## src/rtl/mmul_stream.sv

```systemverilog
// -----------------------------------------------------------------------------
// mmul_stream
// Streaming matrix-vector multiplier: c[i] = sum_k a[i][k] * b[k] for M rows over
// a runtime length K (1..N). b is read once per step and passed down a skewed
// chain of M rows. Each row fetches its own a operand one stage after b reaches
// it, and accumulates the product modulo 2^ACC_WIDTH.
//
// Ports
//   i_clk, i_rst     clock, synchronous active-high reset
//   i_clr            synchronous clear of FSM, pipeline valids and accumulators
//   i_start          start pulse, honoured in IDLE/DONE only
//   i_len            vector length K (clamped to N), sampled on start
//   i_signed         1 = two's-complement operands, sampled on start
//   i_accumulate     1 = keep accumulators across ops, sampled on start
//   o_busy, o_valid  busy in RUN/DRAIN, valid in DONE
//   o_b_rden         b FIFO read strobe; i_b_empty/i_b from the b FIFO
//   o_a_rden, i_a    per-row a FIFO strobes and data (row i at bits i*DATA_WIDTH)
//   o_c              per-row accumulators (row i at bits i*ACC_WIDTH)
// -----------------------------------------------------------------------------
module mmul_stream #(
   parameter int DATA_WIDTH = 8,
   parameter int N          = 8,
   parameter int M          = 8,
   parameter int ACC_WIDTH  = 2*DATA_WIDTH + $clog2(N)
) (
   input  logic                      i_clk,
   input  logic                      i_rst,
   input  logic                      i_clr,
   input  logic                      i_start,
   input  logic [$clog2(N+1)-1:0]    i_len,
   input  logic                      i_signed,
   input  logic                      i_accumulate,
   output logic                      o_busy,
   output logic                      o_valid,
   output logic                      o_b_rden,
   input  logic                      i_b_empty,
   input  logic [DATA_WIDTH-1:0]     i_b,
   output logic [M-1:0]              o_a_rden,
   input  logic [M*DATA_WIDTH-1:0]   i_a,
   output logic [M*ACC_WIDTH-1:0]    o_c
);

   localparam int LW  = $clog2(N+1);
   localparam int DCW = $clog2(M+2);

   localparam logic [1:0] S_IDLE  = 2'd0;
   localparam logic [1:0] S_RUN   = 2'd1;
   localparam logic [1:0] S_DRAIN = 2'd2;
   localparam logic [1:0] S_DONE  = 2'd3;

   logic [1:0]            r_state;
   logic [LW-1:0]         r_rem;      // b reads still to issue
   logic [DCW-1:0]        r_dcnt;     // cycles spent in DRAIN
   logic                  r_signed;
   logic                  r_v0;       // stage-0 valid (registered b read)
   logic [M-1:0]          r_v;        // per-row registered valid
   logic [DATA_WIDTH-1:0] r_b   [M];
   logic [ACC_WIDTH-1:0]  r_acc [M];

   logic                  w_start;
   logic [LW-1:0]         w_len;
   logic                  w_b_rden;
   logic [M-1:0]          w_vin;
   logic [DATA_WIDTH-1:0] w_bin  [M];
   logic [ACC_WIDTH-1:0]  w_prod [M];

   function automatic logic [ACC_WIDTH-1:0] f_ext(input logic [DATA_WIDTH-1:0] x,
                                                   input logic s);
      return {{(ACC_WIDTH-DATA_WIDTH){s & x[DATA_WIDTH-1]}}, x};
   endfunction

   assign w_start  = i_start && !i_clr && (r_state == S_IDLE || r_state == S_DONE);
   assign w_len    = (i_len > LW'(N)) ? LW'(N) : i_len;
   assign w_b_rden = (r_state == S_RUN) && !i_b_empty;

   assign o_b_rden = w_b_rden;
   assign o_busy   = (r_state == S_RUN) || (r_state == S_DRAIN);
   assign o_valid  = (r_state == S_DONE);
   assign o_a_rden = w_vin;

   // Row chain: row 0 takes the FIFO output, row g takes row g-1's registers.
   for (genvar g = 0; g < M; g++) begin : g_row
      if (g == 0) begin : g_first
         assign w_vin[g] = r_v0;
         assign w_bin[g] = i_b;
      end else begin : g_next
         assign w_vin[g] = r_v[g-1];
         assign w_bin[g] = r_b[g-1];
      end
      // a arrives one cycle after o_a_rden, aligned with r_b/r_v of this row.
      assign w_prod[g] = f_ext(i_a[g*DATA_WIDTH +: DATA_WIDTH], r_signed)
                       * f_ext(r_b[g], r_signed);
      assign o_c[g*ACC_WIDTH +: ACC_WIDTH] = r_acc[g];
   end

   // Control FSM
   always_ff @(posedge i_clk) begin
      if (i_rst || i_clr) begin
         r_state  <= S_IDLE;
         r_rem    <= '0;
         r_dcnt   <= '0;
         r_signed <= 1'b0;
      end else begin
         if (r_state != S_DRAIN) r_dcnt <= '0;
         case (r_state)
            S_IDLE, S_DONE: begin
               if (w_start) begin
                  r_signed <= i_signed;
                  r_rem    <= w_len;
                  r_state  <= (w_len == '0) ? S_DRAIN : S_RUN;
               end
            end
            S_RUN: begin
               // Empty FIFO: no read, counter holds (bubble).
               if (w_b_rden) begin
                  r_rem <= r_rem - LW'(1);
                  if (r_rem == LW'(1)) r_state <= S_DRAIN;
               end
            end
            S_DRAIN: begin
               // M+1 cycles let the last b reach row M-1 and its MAC land.
               r_dcnt <= r_dcnt + DCW'(1);
               if (r_dcnt == DCW'(M)) r_state <= S_DONE;
            end
            default: r_state <= S_IDLE;
         endcase
      end
   end

   // Datapath: b/valid chain and per-row accumulators
   always_ff @(posedge i_clk) begin
      if (i_rst || i_clr) begin
         r_v0 <= 1'b0;
         r_v  <= '0;
         for (int i = 0; i < M; i++) begin
            r_b[i]   <= '0;
            r_acc[i] <= '0;
         end
      end else begin
         r_v0 <= w_b_rden;
         r_v  <= w_vin;
         for (int i = 0; i < M; i++) begin
            if (w_vin[i]) r_b[i] <= w_bin[i];
            if (w_start && !i_accumulate) r_acc[i] <= '0;
            else if (r_v[i])              r_acc[i] <= r_acc[i] + w_prod[i];
         end
      end
   end

endmodule

```

## config.mk

```make
export PLATFORM = sky130hd
export DESIGN_NAME = mmul_stream
export DESIGN_NICKNAME = d
export VERILOG_FILES = /design/src/rtl/mmul_stream.sv
export SDC_FILE = /design/constraint.sdc
export NUM_CORES = 2
export LEC_CHECK = 0
export BUFFER_PORTS_ARGS = -buffer_cell sky130_fd_sc_hd__buf_2
export CORE_AREA = 2 2 259 261
export DETAILED_ROUTE_END_ITERATION = 10
export DIE_AREA = 0 0 261 263
export GPL_TIMING_DRIVEN = 0
export PLACE_DENSITY = 0.84
export SETUP_SLACK_MARGIN = 0.2
export SLEW_MARGIN = 20
export SYNTH_ARGS = -nofsm -noshare
export SYNTH_HDL_FRONTEND = slang
export SYNTH_SLANG_ARGS = --single-unit
```

## constraint.sdc

```tcl
create_clock -name i_clk -period 10.7 [get_ports i_clk]
set_input_delay 2.14 -clock i_clk [delete_from_list [all_inputs] [get_ports i_clk]]
set_output_delay 2.14 -clock i_clk [all_outputs]
set_load 0.01 [all_outputs]
```

==> impl_metrics.py <==
metrics = {
    "hold_path": {
        "holdCritPathClass": "reg -> reg",
    },
    "critical_path": {
        "crit_slowest_cell": "clkbuf_1",
        "critical-path-top-delay-family": "adder cells",
        "startpoint_type": "flip-flop",
        "crit_top_cell": "fa_1",
        "slowest_delay_ns": 0.96,
        "worstPathRequired_ns": 11.11,
        "critPathMaxFanout": 14,
        "crit_buf_inv": 5,
        "cp.arrival_ns": 9.05,
        "cp-end-kind": "flip-flop",
        "critPathKind": "reg -> reg",
    },
    "logic_synthesis": {
        "avgSynthCellArea_um2": 9.56,
        "synthArstFlopShare": 0,
        "synth_fp_nets": 5223,
        "synth_top_area_share": 0.290,
        "ys_seq_area_frac": 0.175,
        "synth-seq-cells": 236,
        "synthFlopType": "edfxtp_1",
        "netlist_area_mm2": 0.0393,
        "ys_types": 81,
        "synth_cells": 4109,
        "synth.largest_area_cell": "fa_1",
        "yosys_warnings": 0,
        "synth_edf_count": 216,
        "synth_area_leaders": "fa_1, edfxtp_1, ha_1",
    },
    "timing": {
        "slew_violations": 0,
        "setup_viol": 0,
        "fin_crit_ns": 8.64,
        "rsz0062_at_grt": "false",
        "fin_ws_ns": 2.06,
        "max_slew_margin": 0.189,
        "clock-skew-final_ns": 0.0367,
        "setup_tns_ns": 0,
        "hold_viol_final": 0,
        "max_freq_ghz": 0.116,
        "period_share": 0.807,
        "worst_slew_pin_slew_ns": 1.22,
    },
    "global_route": {
        "grt_max_degree": 20,
        "grt_overflow": 0,
        "antenna_found_initial": 21,
        "grt_pass1_wl_mm": 149,
        "grt_pass1_vias": 30800,
        "track_usage": 0.267,
    },
    "drt": {
        "wl_met2_mm": 44.6,
        "wl_met1_mm": 36.1,
        "drt-pass1-iter-count": 5,
        "vias": 29300,
        "drc": 0,
        "wl_per_cell_um": 17.1,
        "met3_length_mm": 6.45,
        "drtAntennaViolNets": 0,
        "routed_wl_mm": 90.2,
        "vias_per_cell": 5.56,
        "dr.max_layer_used": "met5",
        "dr.first_iter.drc_count": 1558,
    },
    "pwr": {
        "cellLeakagePower_uw": 0.0228,
        "p_seq_frac": 0.264,
        "power.density_mw_per_mm2": 97.3,
        "comb_power_share": 0.452,
        "clock_power_share": 0.284,
        "p_sw_uw": 1590,
        "internal-power_uw": 2560,
        "switching_share": 0.383,
        "vdd_ir_drop_max_mv": 0.144,
    },
    "layout": {
        "fin_util": 0.649,
        "fill_cells": 5169,
        "area.growth.synth_to_final_pct": 8.48,
        "finalNonFillerCells": 5262,
        "drive_gt1_frac": 0.0801,
        "design_area_mm2": 0.0426,
        "nNetsFinal": 5469,
    },
    "die": {
        "die_area_mm2": 0.0686,
        "rows": 94,
        "core-area_mm2": 0.0656,
        "die_h_um": 263,
        "io-pin-count": 246,
        "fp.dieW_um": 261,
        "initial_core_util": 0.598,
    },
    "clocking": {
        "cts_buffer_depth": 3,
        "clk_pin_slew_ns": 0.06,
        "cts_sinks": 236,
        "cts_made_buffers": 31,
        "cts_root_buffer": "clkbuf_16",
        "cts_tree": "built",
        "cts_hold_buffers": 0,
        "cts_setup_buffers": 0,
        "ctsResizeCount": 0,
        "clk-insertion-delay-late_ns": 0.62,
        "cts.htree.levels": 1,
    },
    "placed_design": {
        "placed_area_mm2": 0.0414,
        "placedCellCount": 5186,
        "finalWeightedCongestion": 0.931,
        "io_buffer_count": 213,
        "hpwl_mm": 73.3,
        "place_ws_ns": 1.82,
    },
    "job": {
        "maxCapViolCount": 0,
    },
    "status": {
        "status": "finished clean",
    },
}
-- final cells by class --
| cell class | count | area [um2] | area share |
|---|---|---|---|
| Buffer | 116 | 480 | 0.0113 |
| Antenna cell | 18 | 45.0 | 0.00106 |
| Multi-Input combinational cell | 3061 | 29300 | 0.688 |
| Timing Repair Buffer | 213 | 1070 | 0.0250 |
| Tap cell | 864 | 1080 | 0.0254 |
| Clock inverter | 25 | 335 | 0.00787 |
| Clock buffer | 33 | 803 | 0.0189 |
| Inverter | 696 | 2610 | 0.0613 |
| Sequential cell | 236 | 6890 | 0.162 |
-- registers in the layout (all words and copies together), names as in the netlist --
| signal | count |
|---|---|
| r_signed | 1 |
| r_dcnt | 4 |
| r_rem | 4 |
| r_acc | 152 |
| r_v | 8 |
| r_state | 2 |
| r_b | 64 |
| r_v0 | 1 |
-- worst reg2reg max path: stages, from the launching register on --
cell and delay, ns:
dfxtp_1 0.74, clkbuf_1 0.97, nand2_1 0.59, or2_2 0.47, fa_1 0.46, fa_1 0.50, inv_1 0.05, fa_1 0.46
fa_1 0.51, inv_1 0.06, fa_1 0.51, inv_1 0.05, ha_1 0.31, inv_1 0.08, nor2_1 0.05, o21ai_0 0.23
nor2b_1 0.21, xnor2_1 0.17, ha_1 0.34, a21o_1 0.22, a21oi_2 0.20, o21ai_1 0.16, nor3_1 0.21, a21oi_1 0.17
and4b_1 0.25, o31a_1 0.27, nor3_1 0.22
-- cells in the final DEF (no fill, tap or decap), drive strengths merged, types with 27 or more instances in the layout --
cell | netlist | final
a211oi | 30 | 30
a21o | 66 | 66
a21oi | 148 | 148
and2 | 348 | 348
and3 | 86 | 86
buf | 12 | 225
clkbuf | 104 | 137
edfxtp | 216 | 216
fa | 568 | 568
ha | 463 | 463
inv | 696 | 698
nand2 | 345 | 345
nand2b | 40 | 40
nand3 | 30 | 30
nor2 | 261 | 261
nor2b | 32 | 32
nor3 | 40 | 40
o21a | 34 | 34
o21ai | 82 | 82
o21bai | 27 | 27
or2 | 28 | 28
xnor2 | 172 | 172
xor2 | 88 | 88
-- logic make-up (layout without fill, tap and decap cells) --
family / count (synthesis) / in the layout / synth area share
AND/OR/NAND/NOR: 1258 / 1258 / 0.160
flip-flops: 236 / 236 / 0.175
AO/OA/AOI/OAI: 502 / 502 / 0.0870
buffers and inverters: 812 / 1083 / 0.0787
multiplexers: 10 / 10 / 0.00271
other: 0 / 18 / 0
XOR/XNOR: 260 / 260 / 0.0588
adder cells (fa/ha/maj): 1031 / 1031 / 0.437
-- synth_stat cells, types with 8 or more instances --
cell and number:
buf_4 8, nand2b_1 40, nor2b_1 32, and2_1 348
a21o_1 66, xor2_1 87, clkbuf_1 103, or3_1 22
dfxtp_1 20, o22ai_1 17, or2_2 24, edfxtp_1 216
o21a_1 33, inv_1 696, ha_1 463, a211oi_1 25
a21oi_2 10, xnor2_1 170, and3_1 86, a21oi_1 138
nor2_1 261, o21bai_1 27, nand3_1 30, a211o_1 8
nor3_1 40, fa_1 568, a31oi_1 22, nand2_1 345
o21ai_0 49, o21ai_1 26
-- worst paths after layout --
kind	start	endpoint	slack [ns]	depth (start not counted)
setup reg to reg	r_signed	r_acc[0][37]	2.06	26
hold / removal	r_dcnt[0]	r_dcnt[0]	0.50	1
setup / recovery	r_signed	r_acc[0][37]	2.06	26
hold reg to reg	r_dcnt[0]	r_dcnt[0]	0.50	1
-- power by group through the flow --
stage	logic (uW)	clock network, uW	registers [uW]
finish	1870	1180	1090
global route	2120	1230	1100
CTS	1870	1190	1090
detailed placement	1850	0	1110
global placement	1780	0	1110
floorplan	1430	0	1110
-- metrics by stage --
step                hold slack [ns]  power (uW)
finish                        0.496        4150
detailed placement            0.487        2960
floorplan                     0.430        2540
CTS                           0.497        4160
global route                  0.525        4450
global placement              0.449        2890
-- routing by layer --
layer / global-route usage / vias up
li1: - / 13700
met1: 0.335 / 14500
met2: 0.457 / 846
met3: 0.0546 / 180
met4: 0.0941 / 12
met5: 0 / -
Note: power is estimated with default switching activity, not from simulation.
